File: config.mk
export PLATFORM = sky130hd
export DESIGN_NAME = nibble_latch_writer
export DESIGN_NICKNAME = d
export VERILOG_FILES = /design/src/rtl/nibble_latch_writer.sv
export SDC_FILE = /design/constraint.sdc
export NUM_CORES = 1
export LEC_CHECK = 0
export CAP_MARGIN = 25
export CORE_MARGIN = 3
export CORE_UTILIZATION = 40
export DETAILED_ROUTE_END_ITERATION = 7
export MAX_ROUTING_LAYER = met4
export PLACE_DENSITY = 0.66
export SLEW_MARGIN = 20
export SYNTH_ARGS = -nofsm -noshare
export SYNTH_HDL_FRONTEND = slang
export SYNTH_SLANG_ARGS = --single-unit
File: constraint.sdc
create_clock -name clk -period 4.1 [get_ports clk]
set_clock_uncertainty 0.2 [all_clocks]
set_input_delay 0.82 -clock clk [delete_from_list [all_inputs] [get_ports clk]]
set_output_delay 0.82 -clock clk [all_outputs]
set_load 0.01 [all_outputs]
File: src/rtl/nibble_latch_writer.sv
// Write-side driver for 4-bit latch netlists: valid/ready word intake, timed setup/pulse/hold enable.
// Optional readback check via macro NIBBLE_LATCH_WRITER_VERIFY_EN (adds VERIFY state and err).
module nibble_latch_writer #(
   parameter int DATA_W    = 4,
   parameter int SETUP_CYC = 2,
   parameter int PULSE_CYC = 2,
   parameter int HOLD_CYC  = 1
) (
   input  logic              clk,
   input  logic              rst,
   input  logic              in_valid,
   output logic              in_ready,
   input  logic [DATA_W-1:0] in_data,
   output logic [DATA_W-1:0] lat_d,
   output logic              lat_en,
   input  logic [DATA_W-1:0] lat_q,
   output logic              done,
   output logic              err
);

   typedef enum logic [2:0] {
      S_IDLE,
      S_SETUP,
      S_PULSE,
      S_HOLD
`ifdef NIBBLE_LATCH_WRITER_VERIFY_EN
      , S_VERIFY
`endif
   } state_t;

   // counter holds N-1 on entry so each window lasts exactly N cycles
   localparam logic [7:0] SETUP_LD = 8'(SETUP_CYC - 1);
   localparam logic [7:0] PULSE_LD = 8'(PULSE_CYC - 1);
   localparam logic [7:0] HOLD_LD  = 8'(HOLD_CYC - 1);

   state_t            state_q, state_d;
   logic [7:0]        cnt_q, cnt_d;
   logic [DATA_W-1:0] lat_d_d;
   logic              lat_en_d;
   logic              done_d;
   logic              err_q, err_d;
   logic              cnt_zero;

   assign in_ready = (state_q == S_IDLE) && !rst;
   assign cnt_zero = (cnt_q == 8'd0);

`ifdef NIBBLE_LATCH_WRITER_VERIFY_EN
   logic [DATA_W-1:0] q_s1, q_s2;
   logic              sync_en;

   // readback synchroniser runs from HOLD entry through VERIFY
   assign sync_en = (state_d == S_HOLD) || (state_q == S_HOLD) || (state_q == S_VERIFY);

   always_ff @(posedge clk) begin
      if (rst) begin
         q_s1 <= '0;
         q_s2 <= '0;
      end else if (sync_en) begin
         q_s1 <= lat_q;
         q_s2 <= q_s1;
      end
   end
`else
   logic unused_lat_q;
   assign unused_lat_q = ^lat_q;
`endif

   always_comb begin
      state_d  = state_q;
      cnt_d    = cnt_q;
      lat_d_d  = lat_d;
      lat_en_d = lat_en;
      done_d   = 1'b0;
      err_d    = err_q;
      case (state_q)
         S_IDLE: begin
            if (in_valid && in_ready) begin
               state_d = S_SETUP;
               cnt_d   = SETUP_LD;
               lat_d_d = in_data;
               err_d   = 1'b0;
            end
         end
         S_SETUP: begin
            if (cnt_zero) begin
               state_d  = S_PULSE;
               cnt_d    = PULSE_LD;
               lat_en_d = 1'b1;
            end else begin
               cnt_d = cnt_q - 8'd1;
            end
         end
         S_PULSE: begin
            if (cnt_zero) begin
               state_d  = S_HOLD;
               cnt_d    = HOLD_LD;
               lat_en_d = 1'b0;
            end else begin
               cnt_d = cnt_q - 8'd1;
            end
         end
         S_HOLD: begin
            if (cnt_zero) begin
`ifdef NIBBLE_LATCH_WRITER_VERIFY_EN
               state_d = S_VERIFY;
               cnt_d   = 8'd0;
`else
               state_d = S_IDLE;
               done_d  = 1'b1;
`endif
            end else begin
               cnt_d = cnt_q - 8'd1;
            end
         end
`ifdef NIBBLE_LATCH_WRITER_VERIFY_EN
         S_VERIFY: begin
            state_d = S_IDLE;
            done_d  = 1'b1;
            err_d   = (q_s2 != lat_d);
         end
`endif
         default: begin
            state_d  = S_IDLE;
            cnt_d    = 8'd0;
            lat_en_d = 1'b0;
         end
      endcase
   end

   always_ff @(posedge clk) begin
      if (rst) begin
         state_q <= S_IDLE;
         cnt_q   <= 8'd0;
         lat_d   <= '0;
         lat_en  <= 1'b0;
         done    <= 1'b0;
         err_q   <= 1'b0;
      end else begin
         state_q <= state_d;
         cnt_q   <= cnt_d;
         lat_d   <= lat_d_d;
         lat_en  <= lat_en_d;
         done    <= done_d;
         err_q   <= err_d;
      end
   end

`ifdef NIBBLE_LATCH_WRITER_VERIFY_EN
   assign err = err_q;
`else
   assign err = 1'b0;
`endif

endmodule

# [Word-level counts from Yosys, hierarchy flattened]
# Index checks and enable logic that the tools add are counted.
[word_totals] ff_bits=17 out_inout_bits=8 inputBits=11
[classes] eq_ne=8 n_mux=14 bitwise=2 n_addsub=1 reduce_logical=11
[ops] cell="$mux 8" count=4
[ops] cell="$pmux 8 s4" count=1
[ops] cell="$mux 3" count=4
[ops] cell="$pmux 3 s4" count=1
[ops] cell="$logic_not 8->1" count=1
[ops] cell="$ne 2x2->1 const B" count=4
[ops] cell="$sub 8x1->8 const B" count=1
[ops] cell="$eq 3x2->1 const B" count=2
[ops] cell="$reduce_and 2->1" count=2
[ops] cell="$reduce_and 4->1" count=1
[ops] cell="$reduce_or 2->1" count=2
[ops] cell="$eq 3x1->1 const B" count=1
[ops] cell="$logic_not 3->1" count=1
[ops] cell="$mux 1" count=3
[ops] cell="$pmux 1 s3" count=1
[ops] cell="$reduce_and 3->1" count=1
[ops] cell="$logic_and 1x1->1" count=2
[ops] cell="$ne 2x1->1 const B" count=1
[ops] cell="$not 1->1" count=2
[ops] cell="$logic_not 1->1" count=1

# [Depth between registers and ports, before layout]
# Gate-level depths: netlist of the first run.
[logic_depth] ltp_word=5 mapped_depth=7 mapped_depth_nobuf=7

# [Least setup slack after synthesis of the first run]
# OpenSTA, ideal clock, no wires.
[synth_timing] path_type="input port to output port" from="input port rst" to="output port in_ready" required_ns=3.080 n_path_buf=0 cell_stages=1 path_slack_ns=2.082 arrival_ns=0.998 cell_sequence="nor2b_1"
[synth_via] elab_chain_cells=2
[synth_lines] item="start, declared" line_no="10" source="input logic rst,"
[synth_lines] item="$logic_not 1->1" line_no="44" source="assign in_ready = (state_q == S_IDLE) && !rst;"
[synth_lines] item="$logic_and 1x1->1" line_no="44"
[synth_lines] item="end, declared" line_no="12" source="output logic in_ready,"
# Every way passes these cells.

# [Worst setup path in the final report of the first run]
# Ends and elaborated chain as after synthesis.

==> results by group, run 1 <==
STA
  • RSZ-0062 raised after global routing: no
  • Final hold vios: 0
  • Final min period: 3.21 ns
  • Final period utilization: 78.4%
  • Pins Over Slew Limit: 0
  • Fmax: 311 MHz
  • Setup TNS: 0 ns
  • Final Setup Violations: 0

Floorplan
  • Die height: 52.3 µm
  • Die Area: 2730 µm²
  • Io pins: 19
  • Initial Util: 42.8%
  • Die X-Extent: 52.3 µm
  • Row cnt: 16
  • CORE AREA: 2000 µm²

Setup path
  • CP Max Fanout: 13
  • CP Launch Point: rst
  • CP required: 3.08 ns
  • Crit path DAT: 2.19 ns
  • Crit path kind: primary input to primary output
  • CP startpoint kind: primary input
  • Setup crit end kind: primary output
  • Reg-to-Reg Start: state_q[1]

Route
  • Initial DRC Count: 18
  • Antenna viol nets, final: 0
  • DRC: 0
  • First drt pass iteration count: 4
  • Routed via count: 702
  • Vias/cell: 5.01
  • Wire per inst: 11.9 µm
  • Final WL: 1.66 mm

Power and ir drop
  • Worst vdd ir: 372 µV
  • Tot Pwr: 0.915 mW
  • Power Density: 878 nW/µm²
  • Pleak: 0.410 nW

Logic synthesis
  • Post-synth EDFFs: 0
  • Async S/R FF share, synth: 0%
  • Syn Area/Cell: 8.64 µm²
  • Post-synthesis net count: 115
  • Mapped Area: 856 µm²
  • Yosys cell types: 35
  • Ys Warns: 0
  • Top FF cell, synth: dfxtp_1
  • Syn Inst Count: 99
  • Synth Register Bits: 16
  • Sequential share of the synthesized area: 37.4%

Clock network
  • Hold Buf Count CTS: 0
  • H-tree depth: 1
  • Root buf cell: clkbuf_4
  • Setup bufs post-CTS: 0
  • CTS tree: done
  • Post-CTS Resized: 0
  • Clock Path Buffers: 2
  • Clock Pin Slew Worst Setup and Hold Paths: 0.10 ns
  • Worst-skew pair later-pin latency: 0.29 ns
  • CTS Buf Count: 3
  • Clock Sinks: 16

Global routing
  • Initial antenna violation count: 0
  • GRT Total Usage: 14.1%
  • GR Overflow Total: 0
  • Via count of the first global-routing pass: 620
  • First-pass GRT wire length: 2.77 mm
  • Largest net degree at the start of global routing: 14

Final layout
  • Commonest non-fill, non-tap cell in the layout: dfxtp_1
  • Most frequent cells in the layout: dfxtp_1 (16), clkdlybuf4s50_1 (13), nor2_1 (11), nand2_1 (8), inv_1 (7)
  • Diode count: 0
  • P&R area growth vs syn: 21.8%
  • Layout cells sized above 1: 10.6%
  • Final net count: 130

Status
  • Status: finished, final reports clean

Worst hold path
  • Hold WC Path Type: flip-flop to flip-flop
  • Hold path start: lat_d[3]

Placed design
  • DP Wirelength: 1.25 mm
  • Routability cong.: 0.736
  • I/O Buffers: 13

Flow run
  • MaxCap Viol Count: 0
==> metal layers <==
metal  vias up  routed length [µm]  track usage, %
li1        371                   -               -
met1       321                 897            19.5
met2         6                 698            19.0
met3         4                  32            2.56
met4         0                  34            7.66
met5         -                   0               -
==> synth_stat cells (2+ instances only) <==
library cell / instances / area (µm²)
nand4b_1: 2 / 17.5
mux2i_1: 2 / 20.0
xor2_1: 5 / 43.8
dfxtp_1: 16 / 320
nor3_1: 3 / 15.0
nand4_1: 2 / 12.5
nor2_1: 11 / 41.3
a21oi_1: 6 / 30.0
nand2_1: 8 / 30.0
buf_2: 2 / 10.0
ha_1: 5 / 62.6
inv_1: 7 / 26.3
nand3_1: 6 / 30.0
o21ai_1: 3 / 15.0
==> per-stage QoR <==
step | util (%) | hold WS [ns] | setup WS [ns] | instance area (µm²) | std cells
floorplan | - | 0.258 | 2.08 | 856 | 99
global placement | 50.2 | 0.246 | 0.898 | 1010 | 136
detailed placement | 50.2 | 0.254 | 0.897 | 1010 | 136
CTS | 52.1 | 0.268 | 0.898 | 1040 | 140
global route | 52.1 | 0.288 | 0.837 | 1040 | 140
finish | 52.1 | 0.263 | 0.886 | 1040 | 140
==> state kept, by name (all words and copies together), names as in the netlist <==
name,cells
lat_d,4
cnt_q,8
lat_en,1
state_q,2
done,1
==> final timing paths <==
check,to,slack [ns],cells past startpoint
max,in_ready,0.89,3
min,lat_d[3],0.26,2
max reg2reg,state_q[0],2.17,6
min reg2reg,lat_d[3],0.26,2
==> critical path: stages <==
cell and delay [ns]:
clkdlybuf4s50_1 0.64, nor2b_1 0.19, clkdlybuf4s50_1 0.55
==> final cells by class <==
class	count	area, µm²
fill	204	960
multi-input combinational	72	488
sequential	16	320
timing repair buffer	14	138
clock buffer	4	36.3
tap	27	33.8
inverter	7	26.3
==> power by group <==
part | internal (mW) | total [mW] | switching, mW
logic | 0.256 | 0.540 | 0.284
registers | 0.207 | 0.269 | 0.0619
clock network | 0.0541 | 0.106 | 0.0523
total | 0.516 | 0.915 | 0.399
==> kinds of logic (layout without fill, tap and decap cells) <==
kind of cell / Yosys count / count (layout) / synth area share, %
AND/OR/NAND/NOR: 40 / 40 / 26.9
AO/OA/AOI/OAI: 19 / 19 / 14.9
flip-flops: 16 / 16 / 37.4
buffers and inverters: 11 / 25 / 5.56
adder cells (fa/ha/maj): 5 / 5 / 7.31
XOR/XNOR: 5 / 5 / 5.12
multiplexers: 2 / 2 / 2.34
other: 1 / 1 / 0.438
No activity file was read; power rests on OpenSTA's default activity.
==> run 2: changes to the inputs <==
==> constraint.sdc (replaced) <==
create_clock -name clk -period 3.2 [get_ports clk]
set_clock_uncertainty 0.2 [all_clocks]
set_input_delay 0.64 -clock clk [delete_from_list [all_inputs] [get_ports clk]]
set_output_delay 0.64 -clock clk [all_outputs]
set_load 0.01 [all_outputs]
==> run 2 against run 1 <==
  * First-iteration DRC count fell by 44%
  * Sequential cell count did not move
  * Die area did not move
  * Core utilization fell by 0.31 points
  * Design area fell by 0.60%
  * Power rose by 24%
  * Global-route usage fell by 0.18 points
  * Register-to-register slack got worse by 0.89 ns
  * Critical path depth rose by 1
  * Largest power group unchanged
==> results by group, run 2 (synthesized netlist as in run 1, its figures left out) <==
Status
  • Status: finished, final reports clean

Global routing
  • Largest net degree at the start of global routing: 13
  • First-pass GRT wire length: 2.78 mm
  • Via count of the first global-routing pass: 646
  • Initial antenna violation count: 0
  • GR Overflow Total: 0
  • GRT Total Usage: 13.9%

Final layout
  • Most frequent cells in the layout: dfxtp_1 (16), clkdlybuf4s50_1 (13), nor2_1 (11), nand2_1 (8), inv_1 (7)
  • Final net count: 131
  • P&R area growth vs syn: 21.1%
  • Diode count: 0
  • Commonest non-fill, non-tap cell in the layout: dfxtp_1
  • Post-route insts no fill: 140
  • Most flop-heavy register: cnt_q
  • Layout cells sized above 1: 10.6%
  • Top flop regs: cnt_q x8, lat_d x4, state_q x2
  • Flip-flop count of the largest register after layout: 8
  • Final core occ: 51.7%

Floorplan
  • Die height: 52.3 µm
  • Die Area: 2730 µm²
  • Initial Util: 42.8%
  • Io pins: 19
  • Die X-Extent: 52.3 µm
  • CORE AREA: 2000 µm²
  • Row cnt: 16

Setup path
  • Setup crit end kind: primary output
  • Crit path kind: flip-flop to primary output
  • CP required: 2.36 ns
  • Worst path slowest cell: clkdlybuf4s50_1
  • CP startpoint kind: flip-flop
  • Critical-path cell list: inv_1 -> ha_1 -> nor2b_1 -> clkdlybuf4s50_1
  • CP Max Fanout: 11
  • Crit path DAT: 1.80 ns
  • Critical Path Max Stage Delay: 0.55 ns

Route
  • Wire per inst: 11.3 µm
  • Initial DRC Count: 10
  • Final WL: 1.58 mm
  • First drt pass iteration count: 4
  • Routed via count: 712
  • Vias/cell: 5.09
  • Antenna viol nets, final: 0
  • DRC: 0

Clock network
  • CTS tree: done
  • Setup bufs post-CTS: 0
  • Post-CTS Resized: 0
  • Clock Sinks: 16
  • CTS Buf Count: 3
  • H-tree depth: 1
  • Worst-skew pair later-pin latency: 0.28 ns
  • Clock Path Buffers: 2
  • Root buf cell: clkbuf_4
  • Hold Buf Count CTS: 0
  • Clock Pin Slew Worst Setup and Hold Paths: 0.09 ns

Power and ir drop
  • Clock power frac: 9.1%
  • Sw Pwr: 0.501 mW
  • Pleak: 0.408 nW
  • Tot Pwr: 1.14 mW
  • Power Density: 1100 nW/µm²
  • Sw Ratio: 44.1%
  • Worst vdd ir: 598 µV
  • Reg power frac: 30.0%
  • Internal Power: 0.636 mW
  • Combinational Power Share: 60.9%

STA
  • Final Setup Violations: 0
  • Final min period: 2.64 ns
  • Setup TNS: 0 ns
  • Pins Over Slew Limit: 0
  • Fmax: 379 MHz
  • RSZ-0062 raised after global routing: no
  • Hold_ws: 0.256 ns
  • Final hold vios: 0
  • Final period utilization: 82.4%

Worst hold path
  • Hold WC Path Type: flip-flop to flip-flop

Placed design
  • I/O Buffers: 13
  • Placed Cells: 137
  • Routability cong.: 0.750
  • DP Wirelength: 1.20 mm

Flow run
  • MaxCap Viol Count: 0
## run 2: metal layers
metal | routed length [µm] | up-vias | track usage (%)
met2 | 678 | 8 | 19.9
met3 | 53 | 2 | 2.56
met4 | 13 | 0 | 6.38
met5 | 0 | - | -
li1 | - | 374 | -
met1 | 835 | 328 | 18.8
## run 2: critical path, delay by kind of cell, from the launching register on
family / cells / cell delay, ns
adder cells (fa/ha/maj): 1 / 0.36
buffers and inverters: 2 / 0.64
AND/OR/NAND/NOR: 1 / 0.17
flip-flops: 1 / 0.35
## run 2: layout make-up
| cell class | instances | area (µm²) |
|---|---|---|
| Multi-Input combinational cell | 72 | 488 |
| Timing Repair Buffer | 15 | 145 |
| Tap cell | 27 | 33.8 |
| Sequential cell | 16 | 320 |
| Clock buffer | 3 | 22.5 |
| Inverter | 7 | 26.3 |
| Fill cell | 193 | 966 |
## run 2: worst paths after layout
check / startpoint / end / slack (ns) / cells past startpoint
worst min-delay path: lat_d[0] / lat_d[0] / 0.26 / 2
worst max register to register: state_q[0] / cnt_q[2] / 1.28 / 6
worst max-delay path: state_q[0] / in_ready / 0.56 / 4
worst min register to register: lat_d[0] / lat_d[0] / 0.26 / 2
## run 2: per-stage QoR
stage | worst slack (ns) | cell area, µm²
floorplan | 1.42 | 856
global placement | 0.659 | 1010
detailed placement | 0.653 | 1010
CTS | 0.560 | 1040
global route | 0.437 | 1040
finish | 0.563 | 1040
## run 2: power groups by stage
stage	Clock [mW]	Sequential (mW)	Combinational, mW
4_1_cts	0.110	0.341	0.695
5_1_grt	0.114	0.351	0.778
3_5_place_dp	0	0.346	0.690
2_1_floorplan	0	0.338	0.552
6_report	0.104	0.341	0.693
3_3_place_gp	0	0.340	0.680
